### src/rtl/font_pkg.sv
// Shared widths, glyph geometry and state/owner encodings for the font fetch path.
package font_pkg;

    localparam int unsigned CODE_W  = 8;
    localparam int unsigned ROW_W   = 3;
    localparam int unsigned FONT_AW = CODE_W + ROW_W;
    localparam int unsigned GLYPH_W = 8;

    typedef enum logic [1:0] {
        M_IDLE,
        M_ADDR,
        M_DATA
    } mem_state_t;

    typedef enum logic {
        OWN_RENDER,
        OWN_HOST
    } owner_t;

endpackage

### src/rtl/glyph_shifter.sv
// One-entry glyph-row hold buffer feeding an 8-bit serialiser, bit 0 leaves first.
module glyph_shifter
    import font_pkg::*;
(
    input  logic               i_clk,
    input  logic               i_rst_n,
    input  logic               i_capture,
    input  logic [GLYPH_W-1:0] i_row,
    output logic               o_pix,
    output logic               o_pix_valid,
    output logic               o_hold_full
);

    logic [GLYPH_W-1:0] r_shift;
    logic [GLYPH_W-1:0] r_hold;
    logic [3:0]         r_count;
    logic               r_hold_full;
    logic               w_free;

    // Count of 1 means the last pixel is on the wire now, so a reload keeps the stream gap-free.
    assign w_free = (r_count <= 4'd1);

    always_ff @(posedge i_clk or negedge i_rst_n) begin
        if (!i_rst_n) begin
            r_shift     <= '0;
            r_hold      <= '0;
            r_count     <= '0;
            r_hold_full <= 1'b0;
        end else if (r_hold_full && w_free) begin
            r_shift     <= r_hold;
            r_count     <= 4'(GLYPH_W);
            r_hold_full <= i_capture;
            if (i_capture) begin
                r_hold <= i_row;
            end
        end else if (i_capture && w_free) begin
            r_shift <= i_row;
            r_count <= 4'(GLYPH_W);
        end else begin
            if (i_capture) begin
                r_hold      <= i_row;
                r_hold_full <= 1'b1;
            end
            if (r_count != 4'd0) begin
                r_shift <= r_shift >> 1;
                r_count <= r_count - 4'd1;
            end
        end
    end

    assign o_pix_valid = (r_count != 4'd0);
    assign o_pix       = o_pix_valid & r_shift[0];
    assign o_hold_full = r_hold_full;

endmodule

### src/rtl/font_fetch_ctrl.sv
// Font ROM read sequencer: renderer glyph-row fetches and host reads share one
// ROM port behind a starvation-bounded arbiter; render rows are serialised to pixels.
module font_fetch_ctrl
    import font_pkg::*;
#(
    parameter int unsigned HOST_WAIT = 16
) (
    input  logic               clk_i,
    input  logic               rstn_i,
    input  logic               char_valid_i,
    input  logic [CODE_W-1:0]  char_code_i,
    input  logic [ROW_W-1:0]   row_i,
    output logic               char_ready_o,
    output logic [FONT_AW-1:0] font_addr_o,
    input  logic [GLYPH_W-1:0] font_dout_i,
    output logic               pix_o,
    output logic               pix_valid_o,
    input  logic               host_req_i,
    input  logic [FONT_AW-1:0] host_addr_i,
    output logic               host_gnt_o,
    output logic [GLYPH_W-1:0] host_rdata_o,
    output logic               host_rvalid_o
);

    localparam int unsigned WAIT_W = $clog2(HOST_WAIT + 1);

    mem_state_t         r_state;
    mem_state_t         w_next;
    owner_t             r_owner;
    logic [WAIT_W-1:0]  r_wait_cnt;
    logic [FONT_AW-1:0] r_font_addr;
    logic [GLYPH_W-1:0] r_host_rdata;
    logic               r_host_rvalid;
    logic               w_starve;
    logic               w_hold_full;
    logic               w_ready;
    logic               w_gnt;
    logic               w_accept;
    logic               w_capture;
    logic               w_host_data;

    assign w_starve    = (r_wait_cnt >= WAIT_W'(HOST_WAIT));
    assign w_accept    = char_valid_i & w_ready;
    assign w_capture   = (r_state == M_DATA) && (r_owner == OWN_RENDER);
    assign w_host_data = (r_state == M_DATA) && (r_owner == OWN_HOST);

    always_ff @(posedge clk_i or negedge rstn_i) begin
        if (!rstn_i) begin
            r_state <= M_IDLE;
        end else begin
            r_state <= w_next;
        end
    end

    // Handshakes are gated by rstn_i so they read 0 for the whole reset window.
    always_comb begin
        w_next  = r_state;
        w_ready = 1'b0;
        w_gnt   = 1'b0;
        case (r_state)
            M_IDLE: begin
                w_ready = rstn_i & ~w_hold_full & ~(host_req_i & w_starve);
                w_gnt   = rstn_i & host_req_i & (w_starve | ~(char_valid_i & ~w_hold_full));
                if ((char_valid_i & w_ready) | w_gnt) begin
                    w_next = M_ADDR;
                end
            end
            M_ADDR:  w_next = M_DATA;
            M_DATA:  w_next = M_IDLE;
            default: w_next = M_IDLE;
        endcase
    end

    always_ff @(posedge clk_i or negedge rstn_i) begin
        if (!rstn_i) begin
            r_font_addr   <= '0;
            r_owner       <= OWN_RENDER;
            r_wait_cnt    <= '0;
            r_host_rdata  <= '0;
            r_host_rvalid <= 1'b0;
        end else begin
            if (w_gnt) begin
                r_font_addr <= host_addr_i;
                r_owner     <= OWN_HOST;
            end else if (w_accept) begin
                r_font_addr <= {char_code_i, row_i};
                r_owner     <= OWN_RENDER;
            end
            if (!host_req_i || w_gnt) begin
                r_wait_cnt <= '0;
            end else if (!w_starve) begin
                r_wait_cnt <= r_wait_cnt + WAIT_W'(1);
            end
            r_host_rvalid <= w_host_data;
            if (w_host_data) begin
                r_host_rdata <= font_dout_i;
            end
        end
    end

    glyph_shifter u_shifter (
        .i_clk       (clk_i),
        .i_rst_n     (rstn_i),
        .i_capture   (w_capture),
        .i_row       (font_dout_i),
        .o_pix       (pix_o),
        .o_pix_valid (pix_valid_o),
        .o_hold_full (w_hold_full)
    );

    assign char_ready_o  = w_ready;
    assign host_gnt_o    = w_gnt;
    assign font_addr_o   = r_font_addr;
    assign host_rdata_o  = r_host_rdata;
    assign host_rvalid_o = r_host_rvalid;

endmodule

### config.mk
export PLATFORM = sky130hd
export DESIGN_NAME = font_fetch_ctrl
export DESIGN_NICKNAME = d
export VERILOG_FILES = /design/src/rtl/font_pkg.sv /design/src/rtl/glyph_shifter.sv /design/src/rtl/font_fetch_ctrl.sv
export SDC_FILE = /design/constraint.sdc
export NUM_CORES = 1
export LEC_CHECK = 0
export CAP_MARGIN = 30
export CELL_PAD_IN_SITES_DETAIL_PLACEMENT = 1
export CELL_PAD_IN_SITES_GLOBAL_PLACEMENT = 1
export CORE_MARGIN = 4
export CORE_UTILIZATION = 25
export CTS_BUF_LIST = sky130_fd_sc_hd__clkbuf_8
export DETAILED_ROUTE_END_ITERATION = 10
export PLACE_DENSITY_LB_ADDON = 0.12
export SYNTH_ARGS = -nofsm -noshare
export SYNTH_HDL_FRONTEND = slang
export SYNTH_SLANG_ARGS = --single-unit
### constraint.sdc
create_clock -name clk_i -period 3.54 [get_ports clk_i]
set_input_delay 0.708 -clock clk_i [delete_from_list [all_inputs] [get_ports clk_i]]
set_output_delay 0.708 -clock clk_i [all_outputs]
set_load 0.05 [all_outputs]
======== Word level (Yosys, flattened, before mapping) ========
Cells that the tools add are included.
storage, ports and cells
  register bits after elaboration ......... 49
  latch bits .............................. 0
  memory bits (writable) .................. 0
  memory bits (read-only) ................. 0
  output and inout port bits .............. 24
  memories ................................ 0
cells by class
  $add $sub $neg .......................... 2
  $mul .................................... 0
  div/mod/pow operators ................... 0
  $lt $le $gt $ge ......................... 2
  eq/ne operators ......................... 5
  shift operators ......................... 0
  multiplexer cells ....................... 22
  bitwise logic cells ..................... 15
  reduce and logical (&&, ||, !) cells .... 12
operators with widths
  cell                                                            count
  two-way mux 8 bit                                               6
  two-way mux 11 bit                                              2
  two-way mux 4 bit                                               3
  two-way mux 5 bit                                               2
  AND 1 bit                                                       9
  two-way mux 1 bit                                               7
  adder 5 x 1 -> 5 bit, second input constant                     1
  >= comparator 5 bit, second input constant                      1
  less-or-equal comparator 4 x 1 -> 1 bit, second input constant  1
  logical AND 1 bit                                               4
  inequality test 2 x 1 -> 1 bit, second input constant           2
  NOT 1 bit                                                       4
  case mux 2 bit (2 select lines)                                 1
  nonzero test 2 bit                                              2
  nonzero test 4 bit                                              1
  subtractor 4 x 1 -> 4 bit, second input constant                1
  nonzero test 3 bit                                              1
  equality test 2 x 1 -> 1 bit, second input constant             1
  equality test 2 bit, second input constant                      1
  zero test 2 bit                                                 1
  two-way mux 2 bit                                               1
  inequality test 2 bit, second input constant                    1
  OR 1 bit                                                        2
  AND reduction 2 bit                                             1
  other kinds (2)                                                 2

======== Depth between registers and ports, before layout ========
Gate-level depths: netlist of run 1.
  depth after elaboration ................. 8
  mapped depth ............................ 8
  gate-level depth less buffers ........... 6

======== Hierarchy ========
A second synthesis of run 1 with hierarchy kept.
unflattened totals
  cell total of the unflattened synthesis .. 260
  area total of the unflattened synthesis .. 2,497.4 um2
modules (own cells, without submodules)
  module           times used  cells an instance  area each (um2)  seq. area each (um2)
  font_fetch_ctrl  1           133                1,251.2          700.7
  glyph_shifter    1           127                1,246.2          525.5

======== Least setup slack after synthesis of run 1 ========
No wires, ideal clock.
  kind .................................... input-to-output
  start point ............................. input rstn_i
  end point ............................... output char_ready_o
  arrival time ............................ 1.971 ns
  required time ........................... 2.832 ns
  path slack .............................. 0.861 ns
  stages on the path ...................... 2
  buffers on the path ..................... 0
  path through ............................ nand2_1 -> a211oi_1
on the way
  longest elaborated chain between the ends .. 3
RTL lines
  element                 RTL line               source
  start: declaration      font_fetch_ctrl.sv:9   input logic rstn_i,
  AND 1 bit (2 in a row)  font_fetch_ctrl.sv:62  w_ready = rstn_i & ~w_hold_full & ~(host_req_i & w_starve);
  two-way mux 1 bit       font_fetch_ctrl.sv:60  case (r_state)
  end: declaration        font_fetch_ctrl.sv:13  output logic char_ready_o,
No other way between the ends.

======== Final worst setup path of run 1 ========
  start point ............................. register u_shifter.r_count[0]
  end point ............................... output pix_o
on the way
  longest elaborated chain between the ends .. 2
RTL lines
  element                   RTL line               source
  start: declaration        glyph_shifter.sv:16    logic [3:0] r_count;
  start signal: assignment  glyph_shifter.sv:31    r_count <= 4'(GLYPH_W);
  start signal: assignment  glyph_shifter.sv:38    r_count <= 4'(GLYPH_W);
  start signal: assignment  glyph_shifter.sv:46    r_count <= r_count - 4'd1;
  nonzero test 4 bit        glyph_shifter.sv:51    assign o_pix_valid = (r_count != 4'd0);
  AND 1 bit                 glyph_shifter.sv:52    assign o_pix = o_pix_valid & r_shift[0];
  end: declaration          font_fetch_ctrl.sv:16  output logic pix_o,
No other way between the ends.

==> impl_metrics.xml, run 1 <==
<?xml version="1.0" encoding="UTF-8"?>
<metrics>
  <group name="outcome">
    <metric name="result_of_the_run" unit="">finished clean</metric>
  </group>
  <group name="timing">
    <metric name="max_slew.worst_pin.slew" unit="ns">0.6561</metric>
    <metric name="drv_slew" unit="">0</metric>
    <metric name="worst_clock_skew" unit="ns">0.009442</metric>
    <metric name="max_freq" unit="GHz">0.3241</metric>
    <metric name="max_slew_margin" unit="%">56.21</metric>
    <metric name="finalWorstPathRequiredPeriod" unit="ns">3.086</metric>
    <metric name="setup-tns-final" unit="ns">0</metric>
    <metric name="setup_failing_eps_final" unit="">0</metric>
    <metric name="timing.final.crit_share" unit="%">87.16</metric>
    <metric name="rsz_0062_raised_after_global_routing" unit="">no</metric>
    <metric name="finalHoldViolCount" unit="">0</metric>
    <metric name="worst_slack" unit="ns">0.4544</metric>
  </group>
  <group name="pwr">
    <metric name="lkg_pwr" unit="nW">1.424</metric>
    <metric name="pwr_dens" unit="nW/um^2">842.5</metric>
    <metric name="max-vdd-ir-drop" unit="mV">0.2473</metric>
  </group>
  <group name="layout">
    <metric name="antenna_cells" unit="">0</metric>
    <metric name="layout.filler_cells" unit="">1062</metric>
    <metric name="final_layout_size_suffix_gt1_share" unit="%">8.803</metric>
    <metric name="final_nets" unit="">322</metric>
    <metric name="final_core_util" unit="%">34.83</metric>
    <metric name="syn2layout_area_growth" unit="%">35.65</metric>
    <metric name="layout.cell_area.non_filler" unit="um^2">3218</metric>
  </group>
  <group name="worst_setup_path">
    <metric name="cpLargestDelayFamily" unit="">buffers and inverters</metric>
    <metric name="r2r-start" unit="">u_shifter.r_count[0]</metric>
    <metric name="critical_register_to_register_path_endpoint" unit="">u_shifter.r_hold[7]</metric>
    <metric name="length_in_cells_of_the_worst_reg_to_reg_path" unit="">6</metric>
    <metric name="critical_path_buffers_and_inverters" unit="">4</metric>
    <metric name="worstSetupPathType" unit="">reg2out</metric>
    <metric name="crit_path_max_fanout" unit="">12</metric>
    <metric name="cp_data_required_time" unit="ns">2.83</metric>
    <metric name="critical_path.endpoint_type" unit="">primary output</metric>
    <metric name="crit_slowest_cell" unit="">clkdlybuf4s50_1</metric>
    <metric name="cp_cell_sequence" unit="">inv_1, ha_1, and2_1, buf_4, inv_1, and2_1, clkdlybuf4s50_1</metric>
    <metric name="cp_data_arrival_time" unit="ns">2.38</metric>
    <metric name="r2r_setup_slack" unit="ns">1.31</metric>
    <metric name="cp.depth" unit="">7</metric>
    <metric name="worstSetupStartpointType" unit="">flip-flop</metric>
    <metric name="worst_path_largest_cell_delay" unit="ns">0.79</metric>
  </group>
  <group name="logic_synthesis">
    <metric name="yosysSeqAreaShare" unit="%">51.69</metric>
    <metric name="syn-mean-instance-area" unit="um^2">10.54</metric>
    <metric name="synth_warn" unit="">0</metric>
    <metric name="synth_xor_xnor_area_share" unit="%">2.215</metric>
    <metric name="ys_ff_latch" unit="">49</metric>
    <metric name="post_synth_and_or_nand_nor_area_fraction" unit="%">16.93</metric>
    <metric name="muxShareOfSynthArea" unit="%">9.388</metric>
    <metric name="synthCells" unit="">225</metric>
    <metric name="postSynthNetCount" unit="">264</metric>
    <metric name="synth-adder-area-share" unit="%">3.059</metric>
    <metric name="syn-cell-area" unit="um^2">2372</metric>
    <metric name="largest_family_of_logic_cells_by_synthesized_area" unit="">simple AND/OR/NAND/NOR gates</metric>
    <metric name="synth_compound_gate_area_share" unit="%">12.92</metric>
    <metric name="synthDistinctLibCells" unit="">43</metric>
  </group>
  <group name="clock_network">
    <metric name="clock_tree.htree_level_count" unit="">2</metric>
    <metric name="number_of_buffers_inserted_to_repair_setup_after_cts" unit="">0</metric>
    <metric name="cts_hold_repair.buffers" unit="">0</metric>
    <metric name="cts_resized" unit="">0</metric>
    <metric name="cts_tree" unit="">yes</metric>
    <metric name="insertion_delay" unit="ns">0.30</metric>
    <metric name="clk_path_buf_depth" unit="">2</metric>
    <metric name="cts_root_buf" unit="">clkbuf_8</metric>
    <metric name="clkSinkCount" unit="">49</metric>
    <metric name="cts_made_buffers" unit="">5</metric>
    <metric name="path_clk_slew" unit="ns">0.09</metric>
  </group>
  <group name="route">
    <metric name="wl_per_cell" unit="um">14.42</metric>
    <metric name="postRouteAntennaNets" unit="">0</metric>
    <metric name="routed_wirelength" unit="mm">5.954</metric>
    <metric name="detailedRoute.firstIterationViolations" unit="">45</metric>
    <metric name="routed-via-count" unit="">1829</metric>
    <metric name="post_drt_via_cell_ratio" unit="">4.429</metric>
    <metric name="first_pass_iters" unit="">4</metric>
    <metric name="drcViolationCount" unit="">0</metric>
  </group>
  <group name="global_route">
    <metric name="maximum_number_of_pins_on_one_net_before_global_route_repair" unit="">37</metric>
    <metric name="first_pass_grt_wire_length" unit="mm">9.970</metric>
    <metric name="grt_usage" unit="%">11.06</metric>
    <metric name="antenna_found_initial" unit="">0</metric>
    <metric name="met2_usage" unit="%">18.35</metric>
    <metric name="met1_usage" unit="%">14.26</metric>
    <metric name="first_global_vias" unit="">1933</metric>
    <metric name="global_route.peak_usage_layer" unit="">met2</metric>
    <metric name="grt_remaining_overflow" unit="">0</metric>
    <metric name="grt.met3_usage" unit="%">3.674</metric>
  </group>
  <group name="flow_run">
    <metric name="timing.max_cap.violations" unit="">0</metric>
  </group>
  <group name="place">
    <metric name="post_dp_cell_area" unit="um^2">3084</metric>
    <metric name="pre_cts_slack" unit="ns">0.7458</metric>
    <metric name="gp_congestion" unit="">0.7022</metric>
    <metric name="detailed_place_hpwl" unit="mm">4.421</metric>
    <metric name="portbufs" unit="">57</metric>
  </group>
  <group name="floorplan">
    <metric name="core.rowCount" unit="">35</metric>
    <metric name="floorplan.die.height" unit="um">105.4</metric>
    <metric name="chipWidth" unit="um">105.4</metric>
    <metric name="initial_core_util" unit="%">25.67</metric>
    <metric name="floorplan.die_area" unit="um^2">11110</metric>
    <metric name="io_pins" unit="">58</metric>
    <metric name="coreArea" unit="um^2">9240</metric>
  </group>
  <group name="hold_path">
    <metric name="hold_path_class" unit="">in2async</metric>
  </group>
</metrics>
-- Yosys cell counts --
library cell,count,share of area (%)
a211oi_1,2,0.63
a21boi_0,2,0.63
a21oi_1,1,0.21
a22o_1,1,0.37
and2_1,4,1.1
buf_1,1,0.16
buf_2,3,0.63
buf_4,2,0.63
buf_6,1,0.47
clkbuf_1,4,0.63
dfrtp_1,49,52
ha_1,5,2.6
inv_1,8,1.3
maj3_1,1,0.42
mux2_1,8,3.8
mux2_2,2,0.95
mux2i_1,11,4.6
nand2_1,38,6.0
nand2b_1,1,0.26
nand3_1,8,1.7
nand3_2,1,0.42
nand3b_1,3,0.95
nand4_1,1,0.26
nand4b_1,1,0.37
nor2_1,8,1.3
nor2_2,1,0.26
nor2b_1,3,0.79
nor3_1,2,0.42
nor3b_2,1,0.53
nor3b_4,1,0.79
o211ai_2,1,0.53
o211ai_4,1,0.90
o21a_1,1,0.32
o21ai_0,6,1.3
o21ai_1,9,1.9
o21ai_2,1,0.37
o22ai_1,6,1.6
o31ai_1,12,3.8
o32a_1,1,0.42
or2_0,1,0.26
or3_1,6,1.6
xnor2_1,4,1.5
xor2_1,2,0.74
-- worst max path at each step --
stage                                     from      endpoint  slack, ns
after floorplan                         rstn_i  char_ready_o       0.86
after global placement    u_shifter.r_count[0]         pix_o       0.81
after CTS                 u_shifter.r_count[0]         pix_o       0.41
after detailed placement  u_shifter.r_count[0]         pix_o       0.75
final                     u_shifter.r_count[0]         pix_o       0.45
after global routing      u_shifter.r_count[1]         pix_o       0.30
-- through the flow --
step | std cells | hold WS [ns] | power, mW
after detailed placement | 405 | 0.4668 | 2.269
after global routing | 413 | 0.3093 | 2.908
after CTS | 413 | 0.3122 | 2.760
after global placement | 405 | 0.4599 | 2.254
after floorplan | 225 | 0.4124 | 1.841
final | 413 | 0.3018 | 2.711
-- sequential cells by signal, indices dropped and copies added (netlist names) --
register	count
font_addr_o	11
host_rdata_o	8
host_rvalid_o	1
r_owner	1
r_state	2
r_wait_cnt	5
u_shifter.o_hold_full	1
u_shifter.r_count	4
u_shifter.r_hold	8
u_shifter.r_shift	8
-- final cells by class --
class / count / area, um^2 / share of cell area [%]
Sequential cell: 49 / 1226 / 38.10
Clock buffer: 5 / 68.82 / 2.138
Multi-Input combinational cell: 157 / 1056 / 32.81
Clock inverter: 3 / 65.06 / 2.022
Tap cell: 129 / 161.4 / 5.016
Inverter: 8 / 30.03 / 0.9331
Timing Repair Buffer: 62 / 610.6 / 18.97
-- logic make-up (layout without fill, tap and decap cells) --
logic type,Yosys count,in the layout
adders and majority gates,6,6
AOI/OAI and AO/OA,44,44
and+or+nand+nor,80,80
xor gates and xnor gates,6,6
muxes,21,21
DFF,49,49
buffers and inverters,19,78
-- placed cells by master (no fill, tap or decap), drive strengths merged, types with 3 or more instances in the layout --
cell           instances
and2                   4
buf                    8
clkbuf                 5
clkdlybuf4s50         54
dfrtp                 49
ha                     5
inv                    8
mux2                  10
mux2i                 11
nand2                 38
nand3                  9
nand3b                 3
nor2                   9
nor2b                  3
o21ai                 16
o22ai                  6
o31ai                 12
or3                    6
xnor2                  4
-- layer usage --
metal,up-vias,part of all wire [%]
met2,46,47
met3,6,6.0
li1,900,-
met1,877,46
met4,0,0.91
met5,-,0
-- power breakdown --
part / switching, mW / leakage (nW) / internal, mW / total (mW)
combinational: 0.824 / 0.742 / 0.499 / 1.32
clock: 0.193 / 0.0681 / 0.281 / 0.474
sequential: 0.137 / 0.614 / 0.777 / 0.914
total: 1.15 / 1.42 / 1.56 / 2.71
Note: power is estimated with default switching activity, not from simulation.
==> inputs of run 2 (changes only) <==
PLACE_DENSITY = 0.67   (was not set)
PLACE_DENSITY_LB_ADDON = not set   (was 0.12)
SYNTH_HIERARCHICAL = 1   (was not set)
==> run 2 against run 1 <==
- non-clock buffer count did not move
- synthesized cell count rose by 16%
- hold slack improved by 0.014 ns
- total power fell by 1.6%
- fmax fell by 1.3%
- largest cell class unchanged
==> impl_metrics.xml, run 2 <==
<?xml version="1.0" encoding="UTF-8"?>
<metrics>
  <group name="timing">
    <metric name="max_freq" unit="GHz">0.3197</metric>
    <metric name="finalHoldViolCount" unit="">0</metric>
    <metric name="finalWorstPathRequiredPeriod" unit="ns">3.128</metric>
    <metric name="setup_failing_eps_final" unit="">0</metric>
    <metric name="timing.final.crit_share" unit="%">88.35</metric>
    <metric name="drv_slew" unit="">0</metric>
    <metric name="max_slew.worst_pin.slew" unit="ns">0.8915</metric>
    <metric name="rsz_0062_raised_after_global_routing" unit="">no</metric>
    <metric name="setup-tns-final" unit="ns">0</metric>
    <metric name="worst_clock_skew" unit="ns">0.001796</metric>
    <metric name="max_slew_margin" unit="%">40.30</metric>
  </group>
  <group name="logic_synthesis">
    <metric name="largest_family_of_logic_cells_by_synthesized_area" unit="">simple AND/OR/NAND/NOR gates</metric>
    <metric name="yosysSeqAreaShare" unit="%">49.10</metric>
    <metric name="synth-adder-area-share" unit="%">2.405</metric>
    <metric name="syn-mean-instance-area" unit="um^2">9.605</metric>
    <metric name="synthArstFlopShare" unit="%">100.0</metric>
    <metric name="muxShareOfSynthArea" unit="%">4.409</metric>
    <metric name="postSynthNetCount" unit="">298</metric>
    <metric name="synthDistinctLibCells" unit="">46</metric>
    <metric name="synthCells" unit="">260</metric>
    <metric name="synth_compound_gate_area_share" unit="%">14.53</metric>
    <metric name="ys_ff_latch" unit="">49</metric>
    <metric name="synth_warn" unit="">6</metric>
    <metric name="syn-cell-area" unit="um^2">2497</metric>
    <metric name="post-synth-top-count-cell" unit="">nand2_1</metric>
    <metric name="synth.largest_area_cell" unit="">dfrtp_1</metric>
    <metric name="synth_xor_xnor_area_share" unit="%">1.403</metric>
    <metric name="cell_types_with_the_highest_counts_after_synthesis" unit="">nand2_1, dfrtp_1, nor2_1, a31oi_1, inv_1</metric>
    <metric name="post-synth-top-area-fraction" unit="%">49.10</metric>
    <metric name="postSynth.topFlopCell" unit="">dfrtp_1</metric>
    <metric name="post_synth_and_or_nand_nor_area_fraction" unit="%">21.84</metric>
    <metric name="synth_edf_count" unit="">0</metric>
    <metric name="yosys-top-cells-area" unit="">dfrtp_1, nand2_1, nor2_1</metric>
  </group>
  <group name="floorplan">
    <metric name="io_pins" unit="">58</metric>
    <metric name="floorplan.die.height" unit="um">107.9</metric>
    <metric name="floorplan.die_area" unit="um^2">11650</metric>
    <metric name="initial_core_util" unit="%">25.67</metric>
    <metric name="core.rowCount" unit="">36</metric>
    <metric name="chipWidth" unit="um">107.9</metric>
    <metric name="coreArea" unit="um^2">9729</metric>
  </group>
  <group name="worst_setup_path">
    <metric name="cpLargestDelayFamily" unit="">buffers and inverters</metric>
    <metric name="crit_slowest_cell" unit="">clkdlybuf4s50_1</metric>
    <metric name="crit_path_max_fanout" unit="">6</metric>
    <metric name="r2r_setup_slack" unit="ns">1.08</metric>
    <metric name="worstSetupPathType" unit="">reg2out</metric>
    <metric name="worstSetupStartpointType" unit="">flip-flop</metric>
    <metric name="critical_path.endpoint_type" unit="">primary output</metric>
    <metric name="cp_cell_sequence" unit="">inv_1, ha_1, or3b_1, and2_1, clkdlybuf4s50_1</metric>
    <metric name="r2r-start" unit="">u_shifter/r_count[0]</metric>
    <metric name="critical_path_buffers_and_inverters" unit="">2</metric>
    <metric name="length_in_cells_of_the_worst_reg_to_reg_path" unit="">6</metric>
    <metric name="worst_path_largest_cell_delay" unit="ns">0.69</metric>
    <metric name="critical_register_to_register_path_endpoint" unit="">u_shifter/r_hold[4]</metric>
    <metric name="cp_data_arrival_time" unit="ns">2.42</metric>
    <metric name="cp_data_required_time" unit="ns">2.83</metric>
  </group>
  <group name="global_route">
    <metric name="maximum_number_of_pins_on_one_net_before_global_route_repair" unit="">38</metric>
    <metric name="first_global_vias" unit="">2189</metric>
    <metric name="grt_usage" unit="%">11.93</metric>
    <metric name="first_pass_grt_wire_length" unit="mm">11.12</metric>
    <metric name="antenna_found_initial" unit="">0</metric>
    <metric name="grt_remaining_overflow" unit="">0</metric>
  </group>
  <group name="place">
    <metric name="detailed_place_hpwl" unit="mm">4.794</metric>
    <metric name="gp_congestion" unit="">0.7228</metric>
    <metric name="post_dp_cell_area" unit="um^2">3173</metric>
    <metric name="portbufs" unit="">57</metric>
  </group>
  <group name="route">
    <metric name="routed-via-count" unit="">2009</metric>
    <metric name="routed_wirelength" unit="mm">6.543</metric>
    <metric name="detailedRoute.firstIterationViolations" unit="">108</metric>
    <metric name="first_pass_iters" unit="">4</metric>
    <metric name="postRouteAntennaNets" unit="">0</metric>
    <metric name="wl_per_cell" unit="um">14.60</metric>
    <metric name="post_drt_via_cell_ratio" unit="">4.484</metric>
    <metric name="drcViolationCount" unit="">0</metric>
  </group>
  <group name="clock_network">
    <metric name="insertion_delay" unit="ns">0.30</metric>
    <metric name="number_of_buffers_inserted_to_repair_setup_after_cts" unit="">0</metric>
    <metric name="cts_resized" unit="">0</metric>
    <metric name="path_clk_slew" unit="ns">0.09</metric>
    <metric name="clkSinkCount" unit="">49</metric>
    <metric name="cts_root_buf" unit="">clkbuf_8</metric>
    <metric name="clock_tree.htree_level_count" unit="">2</metric>
    <metric name="cts_tree" unit="">yes</metric>
    <metric name="cts_hold_repair.buffers" unit="">0</metric>
    <metric name="clk_path_buf_depth" unit="">2</metric>
    <metric name="cts_made_buffers" unit="">5</metric>
  </group>
  <group name="layout">
    <metric name="layout.cell_area.non_filler" unit="um^2">3259</metric>
    <metric name="layout.filler_cells" unit="">1176</metric>
    <metric name="most_common_cell_after_layout_fill_and_taps_aside" unit="">nand2_1</metric>
    <metric name="final_layout_size_suffix_gt1_share" unit="%">9.841</metric>
    <metric name="largest_register_ffs" unit="">11</metric>
    <metric name="final_nets" unit="">352</metric>
    <metric name="syn2layout_area_growth" unit="%">30.51</metric>
    <metric name="mostFrequentLayoutCells" unit="">nand2_1, clkdlybuf4s50_1, dfrtp_1</metric>
    <metric name="antenna_cells" unit="">0</metric>
  </group>
  <group name="hold_path">
    <metric name="hold_path_class" unit="">in2async</metric>
  </group>
  <group name="outcome">
    <metric name="result_of_the_run" unit="">finished clean</metric>
  </group>
  <group name="pwr">
    <metric name="lkg_pwr" unit="nW">1.389</metric>
    <metric name="max-vdd-ir-drop" unit="mV">0.3886</metric>
    <metric name="pwr_dens" unit="nW/um^2">818.8</metric>
  </group>
  <group name="flow_run">
    <metric name="timing.max_cap.violations" unit="">0</metric>
  </group>
</metrics>
[run 2: logic make-up after synthesis]
kind of cell | count (synthesis)
compound gates | 46
xor+xnor | 4
fa+ha+maj | 5
buf+inv | 28
flops | 49
mux | 10
simple gates | 118
[run 2: cell type report]
| type | count | area, um^2 | area share (%) |
|---|---|---|---|
| timing repair buffer | 62 | 613.1 | 18.81 |
| multi-input combinational | 183 | 1119 | 34.32 |
| tap | 133 | 166.4 | 5.106 |
| clock inverter | 3 | 17.52 | 0.5374 |
| sequential | 49 | 1226 | 37.62 |
| inverter | 13 | 48.80 | 1.497 |
| clock buffer | 5 | 68.82 | 2.111 |
[run 2: metal layers]
metal	up-vias	wire length, um	global-route usage [%]
li1	986	-	-
met1	985	3068	15.70
met2	33	3222	20.16
met3	5	188	2.209
met4	0	63	3.246
met5	-	0	0
[run 2: per-stage QoR]
stage / utilization (%) / power, mW / hold WS (ns) / cells / setup WS (ns)
after floorplan: - / 1.954 / 0.4124 / 260 / 0.6994
after global placement: 32.61 / 2.336 / 0.4625 / 440 / 0.4911
after detailed placement: 32.61 / 2.376 / 0.4653 / 440 / 0.4730
after CTS: 33.50 / 2.719 / 0.3064 / 448 / 0.3671
after global routing: 33.50 / 2.873 / 0.3097 / 448 / 0.2282
final: 33.50 / 2.669 / 0.3158 / 448 / 0.4124
[run 2: how the worst max path moves through the flow]
| stage | from | to | slack (ns) | cells after the start |
|---|---|---|---|---|
| 6_report | u_shifter/r_count[0] | pix_o | 0.41 | 5 |
| 4_1_cts | u_shifter/r_count[0] | pix_o | 0.37 | 5 |
| 3_5_place_dp | host_req_i | char_ready_o | 0.47 | 4 |
| 2_1_floorplan | char_valid_i | host_gnt_o | 0.70 | 3 |
| 5_1_grt | u_shifter/r_count[0] | pix_o | 0.23 | 5 |
| 3_3_place_gp | host_req_i | char_ready_o | 0.49 | 4 |
[run 2: power breakdown]
part	leakage, nW	switching, mW	internal [mW]
Combinational	0.745	0.917	0.510
Sequential	0.600	0.147	0.771
Clock	0.0439	0.187	0.137
Total	1.39	1.25	1.42
